`config.mk`:
```
export PLATFORM = sky130hd
export DESIGN_NAME = sys_array_ctrl_flat
export DESIGN_NICKNAME = d
export VERILOG_FILES = /design/src/rtl/sys_array_ctrl_if.sv /design/src/rtl/sys_array_ctrl.sv /design/src/flat_wrapper.sv
export SDC_FILE = /design/constraint.sdc
export NUM_CORES = 1
export LEC_CHECK = 0
export CAP_MARGIN = 20
export CORE_ASPECT_RATIO = 1.25
export CORE_UTILIZATION = 30
export DETAILED_ROUTE_END_ITERATION = 7
export GPL_TIMING_DRIVEN = 0
export PLACE_DENSITY_LB_ADDON = 0.08
export REMOVE_ABC_BUFFERS = 1
export SYNTH_ARGS = -nofsm -noshare
export SYNTH_HDL_FRONTEND = slang
export SYNTH_SLANG_ARGS = --single-unit
```
`constraint.sdc`:
```
create_clock -name clk -period 1.79 [get_ports clk]
set_input_delay 0.179 -clock clk [delete_from_list [all_inputs] [get_ports clk]]
set_output_delay 0.179 -clock clk [all_outputs]
set_load 0.005 [all_outputs]
```
`src/rtl/sys_array_ctrl_if.sv`:
```
// Result-index handshake between the array sequencer and its consumer.
// The sequencer offers (row, col) with valid; the consumer accepts with ready.
interface sys_array_ctrl_if #(
  parameter int ROW_W = 2,
  parameter int COL_W = 2
);
  logic             rd_valid;
  logic [ROW_W-1:0] rd_row;
  logic [COL_W-1:0] rd_col;
  logic             rd_ready;

  modport master (
    output rd_valid,
    output rd_row,
    output rd_col,
    input  rd_ready
  );

  modport slave (
    input  rd_valid,
    input  rd_row,
    input  rd_col,
    output rd_ready
  );
endinterface

```
`src/rtl/sys_array_ctrl.sv`:
```
// Run sequencer for the systolic array wrapper: load, compute, drain,
// then walk the result grid over a valid/ready handshake.
module sys_array_ctrl #(
  parameter int DATA_WIDTH   = 8,
  parameter int ARRAY_W      = 4,
  parameter int ARRAY_L      = 4,
  parameter int INNER_DIM    = 4,
  parameter int CLOCK_DIVIDE = 2,
  parameter int LOAD_WAIT    = 2,
  parameter int ROW_W = (ARRAY_W > 1) ? $clog2(ARRAY_W) : 1,
  parameter int COL_W = (ARRAY_L > 1) ? $clog2(ARRAY_L) : 1
) (
  input  logic clk,
  input  logic reset_n,
  input  logic start,
  input  logic abort,
  output logic load_params,
  output logic start_comp,
  output logic busy,
  output logic done,
  sys_array_ctrl_if.master rd
);

  localparam int P      = CLOCK_DIVIDE;
  localparam int LW_CYC = LOAD_WAIT * P;
  localparam int DR_CYC =
    (ARRAY_W + ARRAY_L + INNER_DIM - 2) * P;
  localparam int MAX_A  = (P > LW_CYC) ? P : LW_CYC;
  localparam int CNT_MX = (MAX_A > DR_CYC) ? MAX_A : DR_CYC;
  localparam int CNT_W  = $clog2(CNT_MX + 1);

  localparam logic [CNT_W-1:0] P_LAST  = CNT_W'(P - 1);
  localparam logic [CNT_W-1:0] LW_LAST = CNT_W'(LW_CYC - 1);
  localparam logic [CNT_W-1:0] DR_LAST = CNT_W'(DR_CYC - 1);
  localparam logic [ROW_W-1:0] ROW_LAST = ROW_W'(ARRAY_W - 1);
  localparam logic [COL_W-1:0] COL_LAST = COL_W'(ARRAY_L - 1);

  if (DATA_WIDTH < 1 || ARRAY_W < 1 || ARRAY_L < 1 ||
      INNER_DIM < 1 || CLOCK_DIVIDE < 1 ||
      LOAD_WAIT < 1) begin : g_bad_param
    $error("sys_array_ctrl: all parameters must be >= 1");
  end

  typedef enum logic [2:0] {
    S_IDLE,
    S_LOAD,
    S_LWAIT,
    S_COMP,
    S_DRAIN,
    S_READ,
    S_DONE
  } state_e;

  state_e           state_q, state_d;
  logic [CNT_W-1:0] cnt_q, cnt_d;
  logic             lp_q, lp_d;
  logic             sc_q, sc_d;
  logic             busy_q, busy_d;
  logic             done_q, done_d;
  logic             valid_q, valid_d;
  logic [ROW_W-1:0] row_q, row_d;
  logic [COL_W-1:0] col_q, col_d;

  logic xfer;
  logic last_col;
  logic last_idx;

  assign xfer     = valid_q & rd.rd_ready;
  assign last_col = (col_q == COL_LAST);
  assign last_idx = last_col & (row_q == ROW_LAST);

  always_comb begin
    state_d = state_q;
    cnt_d   = cnt_q;
    lp_d    = 1'b0;
    sc_d    = 1'b0;
    done_d  = 1'b0;
    valid_d = valid_q;
    row_d   = row_q;
    col_d   = col_q;

    unique case (state_q)
      S_IDLE: begin
        if (start && !abort) begin
          state_d = S_LOAD;
          cnt_d   = '0;
          lp_d    = 1'b1;
        end
      end
      S_LOAD: begin
        if (cnt_q == P_LAST) begin
          state_d = S_LWAIT;
          cnt_d   = '0;
        end else begin
          cnt_d = cnt_q + CNT_W'(1);
          lp_d  = 1'b1;
        end
      end
      S_LWAIT: begin
        if (cnt_q == LW_LAST) begin
          state_d = S_COMP;
          cnt_d   = '0;
          sc_d    = 1'b1;
        end else begin
          cnt_d = cnt_q + CNT_W'(1);
        end
      end
      S_COMP: begin
        if (cnt_q == P_LAST) begin
          state_d = S_DRAIN;
          cnt_d   = '0;
        end else begin
          cnt_d = cnt_q + CNT_W'(1);
          sc_d  = 1'b1;
        end
      end
      S_DRAIN: begin
        if (cnt_q == DR_LAST) begin
          state_d = S_READ;
          cnt_d   = '0;
          valid_d = 1'b1;
          row_d   = '0;
          col_d   = '0;
        end else begin
          cnt_d = cnt_q + CNT_W'(1);
        end
      end
      S_READ: begin
        if (xfer) begin
          if (last_idx) begin
            state_d = S_DONE;
            valid_d = 1'b0;
            done_d  = 1'b1;
            row_d   = '0;
            col_d   = '0;
          end else if (last_col) begin
            col_d = '0;
            row_d = row_q + ROW_W'(1);
          end else begin
            col_d = col_q + COL_W'(1);
          end
        end
      end
      S_DONE: begin
        state_d = S_IDLE;
      end
      default: begin
        state_d = S_IDLE;
        valid_d = 1'b0;
        row_d   = '0;
        col_d   = '0;
      end
    endcase

    // Abort wins over everything except an already idle machine.
    if (abort && state_q != S_IDLE) begin
      state_d = S_IDLE;
      cnt_d   = '0;
      lp_d    = 1'b0;
      sc_d    = 1'b0;
      done_d  = 1'b0;
      valid_d = 1'b0;
      row_d   = '0;
      col_d   = '0;
    end

    busy_d = (state_d != S_IDLE);
  end

  always_ff @(posedge clk or negedge reset_n) begin
    if (!reset_n) begin
      state_q <= S_IDLE;
      cnt_q   <= '0;
      lp_q    <= 1'b0;
      sc_q    <= 1'b0;
      busy_q  <= 1'b0;
      done_q  <= 1'b0;
      valid_q <= 1'b0;
      row_q   <= '0;
      col_q   <= '0;
    end else begin
      state_q <= state_d;
      cnt_q   <= cnt_d;
      lp_q    <= lp_d;
      sc_q    <= sc_d;
      busy_q  <= busy_d;
      done_q  <= done_d;
      valid_q <= valid_d;
      row_q   <= row_d;
      col_q   <= col_d;
    end
  end

  assign load_params = lp_q;
  assign start_comp  = sc_q;
  assign busy        = busy_q;
  assign done        = done_q;
  assign rd.rd_valid = valid_q;
  assign rd.rd_row   = row_q;
  assign rd.rd_col   = col_q;

endmodule

```
`src/flat_wrapper.sv`:
```
// flat-port wrapper written by rule: the top's interface ports become plain ports
module sys_array_ctrl_flat 
#(
  parameter int DATA_WIDTH   = 8,
  parameter int ARRAY_W      = 4,
  parameter int ARRAY_L      = 4,
  parameter int INNER_DIM    = 4,
  parameter int CLOCK_DIVIDE = 2,
  parameter int LOAD_WAIT    = 2,
  parameter int ROW_W = (ARRAY_W > 1) ? $clog2(ARRAY_W) : 1,
  parameter int COL_W = (ARRAY_L > 1) ? $clog2(ARRAY_L) : 1
)
  (clk, reset_n, start, abort, load_params, start_comp, busy, done, rd_rd_valid, rd_rd_row, rd_rd_col, rd_rd_ready);
  sys_array_ctrl_if #(.ROW_W(ROW_W), .COL_W(COL_W)) rd_i ();
  input  logic clk;
  input  logic reset_n;
  input  logic start;
  input  logic abort;
  output logic load_params;
  output logic start_comp;
  output logic busy;
  output logic done;
  output wire logic [$bits(rd_i.rd_valid)-1:0] rd_rd_valid;
  output wire logic [$bits(rd_i.rd_row)-1:0] rd_rd_row;
  output wire logic [$bits(rd_i.rd_col)-1:0] rd_rd_col;
  input wire logic [$bits(rd_i.rd_ready)-1:0] rd_rd_ready;
  assign rd_rd_valid = rd_i.rd_valid;
  assign rd_rd_row = rd_i.rd_row;
  assign rd_rd_col = rd_i.rd_col;
  assign rd_i.rd_ready = rd_rd_ready;
  sys_array_ctrl #(.DATA_WIDTH(DATA_WIDTH), .ARRAY_W(ARRAY_W), .ARRAY_L(ARRAY_L), .INNER_DIM(INNER_DIM), .CLOCK_DIVIDE(CLOCK_DIVIDE), .LOAD_WAIT(LOAD_WAIT), .ROW_W(ROW_W), .COL_W(COL_W)) u_core (.clk(clk), .reset_n(reset_n), .start(start), .abort(abort), .load_params(load_params), .start_comp(start_comp), .busy(busy), .done(done), .rd(rd_i));
endmodule
```
==> results.json <==
{
  "status": "complete, but fails checks",
  "violations": "design-rule violations",
  "cts_buffers": 3,
  "grtUsageTotal_pct": 13.32,
  "first_pass_iters": 6,
  "cts_root_buffer": "clkbuf_8",
  "numPortBuffers": 13,
  "routedWlPerCell_um": 14.82,
  "ys_warn_count": 0,
  "cts_htree_levels": 1,
  "hpwl_um": 1775,
  "period_needed_ns": 1.688,
  "path_cells": "inv_1 -> ha_1 -> nor4b_4 -> nor3_1 -> o31ai_4 -> o211ai_1",
  "rsz0062_at_grt": "no",
  "syn_to_final_growth_pct": 18.36,
  "synth-seq-cells": 17,
  "setup_viol": 0,
  "fin_cells": 163,
  "placed_cell_area_um2": 1265,
  "slew_viol_final": 0,
  "ys_seq_area_share_pct": 37.61,
  "vias": 900,
  "path_buf_inv": 1,
  "die_h_um": 70.65,
  "syn_area_per_cell_um2": 10.01,
  "clk_latency_ns": 0.25,
  "rr_startpoint": "u_core.cnt_q[1]",
  "netlist_area_um2": 1131,
  "cts.sinks": 17,
  "final_cell_area_um2": 1339,
  "ys_types": 45,
  "p_leak_nw": 0.5132,
  "clk_pin_slew_ns": 0.07,
  "diodes": 0,
  "arrival_ns": 1.81,
  "grt_overflow_total": 0,
  "cts_tree": "yes",
  "dp.cells": 159,
  "hp-class": "input pin to asynchronous set/reset pin",
  "antenna_found_initial": 0,
  "initialDrtViolationCount": 28,
  "synthCells": 113,
  "start_util_pct": 31.92,
  "max_freq_mhz": 592.3,
  "rrSetupSlack_ns": 0.10,
  "ir_worst_vdd_v": 0.0003172,
  "synth_ff_type": "dfrtp_1",
  "finalWirelength_um": 2416,
  "die_area_um2": 4021,
  "async_reset_ff_share_pct": 100.0,
  "drc_errors": 2,
  "power_density_nw_per_um2": 909.8,
  "critical_path_class": "register to register",
  "slew_headroom_pct": 46.70,
  "cp_slowest_cell": "dfrtp_1",
  "grt_max_degree": 18,
  "layout.nets": 134,
  "rows": 24,
  "ios": 14,
  "gp_congestion": 0.7060,
  "vias_per_cell": 5.521,
  "maxCapViolCount": 0,
  "endpoint_kind": "register",
  "core_um2": 3543,
  "crit_fanout": 4,
  "drive_gt1_share_pct": 17.74,
  "tightestPinTransition_ns": 0.7970,
  "skew_ns": 0.008185,
  "final_util_pct": 37.78,
  "die_w_um": 56.92,
  "grt_pass1_wl_um": 4174,
  "clk_path_buf_depth": 2,
  "crit_path_start_kind": "register",
  "fin_crit_sh_pct": 94.32,
  "critPathTopFamily": "compound AO/OA/AOI/OAI gates",
  "postRouteAntennaNets": 0,
  "grt_pass1_vias": 857,
  "synth-edff-count": 0,
  "max_stage_delay_ns": 0.41,
  "hold_violations": 0,
  "startpoint": "u_core.cnt_q[1]",
  "worstPathRequired_ns": 1.92
}
-- stage by stage --
stage          power (mW)  setup slack, ns  setup TNS [ns]  hold WS, ns
4_1_cts             1.226         0.004143               0       0.4208
6_report            1.218           0.1016               0       0.3856
3_5_place_dp       0.9294          -0.2229         -0.9783       0.5154
5_1_grt             1.304         0.008686               0       0.4614
2_1_floorplan      0.7886           0.2208               0      -0.1166
3_3_place_gp       0.9249          -0.1991         -0.8617       0.5065
-- kinds of logic after synthesis --
family	count (synthesis)	synth area share [%]
simple gates	42	24.78
flops	17	37.61
fa+ha+maj	4	4.425
xor+xnor	1	0.7745
buf+inv	12	5.973
mux	2	1.880
compound gates	35	24.56
-- sequential cells by signal (all words and copies together), names as in the netlist --
name / cells
u_core.busy: 1
u_core.cnt_q: 5
u_core.done: 1
u_core.load_params: 1
u_core.rd.rd_col: 2
u_core.rd.rd_row: 2
u_core.rd.rd_valid: 1
u_core.start_comp: 1
u_core.state_q: 3
-- final cells by class --
cell class | instances | area [um^2]
fill | 385 | 2205
sequential | 17 | 429.2
clock buffer | 3 | 41.29
multi-input combinational | 84 | 659.4
clock inverter | 1 | 5.005
inverter | 6 | 22.52
tap | 39 | 48.80
timing repair buffer | 13 | 132.6
-- placed cells by master, fill, tap and decap left out, drive strengths merged, types with 2 or more instances in the layout --
cell / n
nand3b: 2
nand2: 4
o21a: 2
nand3: 4
nor2: 7
nor4b: 2
o21ai: 10
o41ai: 2
clkbuf: 3
dfrtp: 17
o22ai: 2
and2: 2
o31ai: 6
or2: 2
clkdlybuf4s50: 12
inv: 6
a21oi: 6
nor3: 8
o2bb2ai: 2
ha: 4
nand4bb: 2
nand2b: 3
-- worst paths after layout --
check / cells past startpoint / endpoint
max: 6 / u_core.cnt_q[2]
min: 1 / u_core.load_params
max reg2reg: 6 / u_core.cnt_q[2]
min reg2reg: 1 / u_core.cnt_q[0]
max in group asynchronous: 1 / u_core.cnt_q[2]
min in group clk: 2 / u_core.state_q[1]
-- synth_stat cells, drive strengths merged, types with 2 or more instances --
master    n  area (um^2)
o31ai     6        63.81
nand2     4        15.01
nor4b     2        38.78
buf       6        45.04
o21ai    10        50.04
o22ai     2        12.51
o2bb2ai   2        17.52
dfrtp    17        425.4
ha        4        50.05
nand2b    3        18.77
nand3     4        20.02
nand4bb   2        22.52
o21a      2        15.01
a21oi     6        41.29
inv       6        22.52
nor3      8        50.05
o41ai     2        25.03
nand3b    2        15.01
and2      2        12.51
nor2      7        26.28
or2       2        15.02
-- worst reg2reg max path, stage by stage (launching register included) --
cell and delay, ns:
dfrtp_1 0.41, inv_1 0.07, ha_1 0.13, nor4b_4 0.31
nor3_1 0.16, o31ai_4 0.34, o211ai_1 0.14
-- routing by layer --
metal / up-vias / track usage (%) / part of all wire, %
met4: 0 / 5.691 / 1.9
met3: 6 / 2.377 / 3.6
met1: 430 / 17.54 / 47
li1: 445 / - / -
met5: - / 0 / 0
met2: 19 / 21.31 / 47
-- where the power goes --
part / switching, mW / total, mW / internal [mW]
registers: 0.0720 / 0.505 / 0.433
logic: 0.232 / 0.427 / 0.196
clock network: 0.131 / 0.286 / 0.154
total: 0.435 / 1.22 / 0.783
-- timing repair --
item / 4_1_cts / 5_1_grt
setup buffers: 0 / 0
endpoints found under the setup margin: 0 / 9
hold buffers: 0 / 0
resized for setup: 0 / 8
Note: power is estimated with default switching activity, not from simulation.
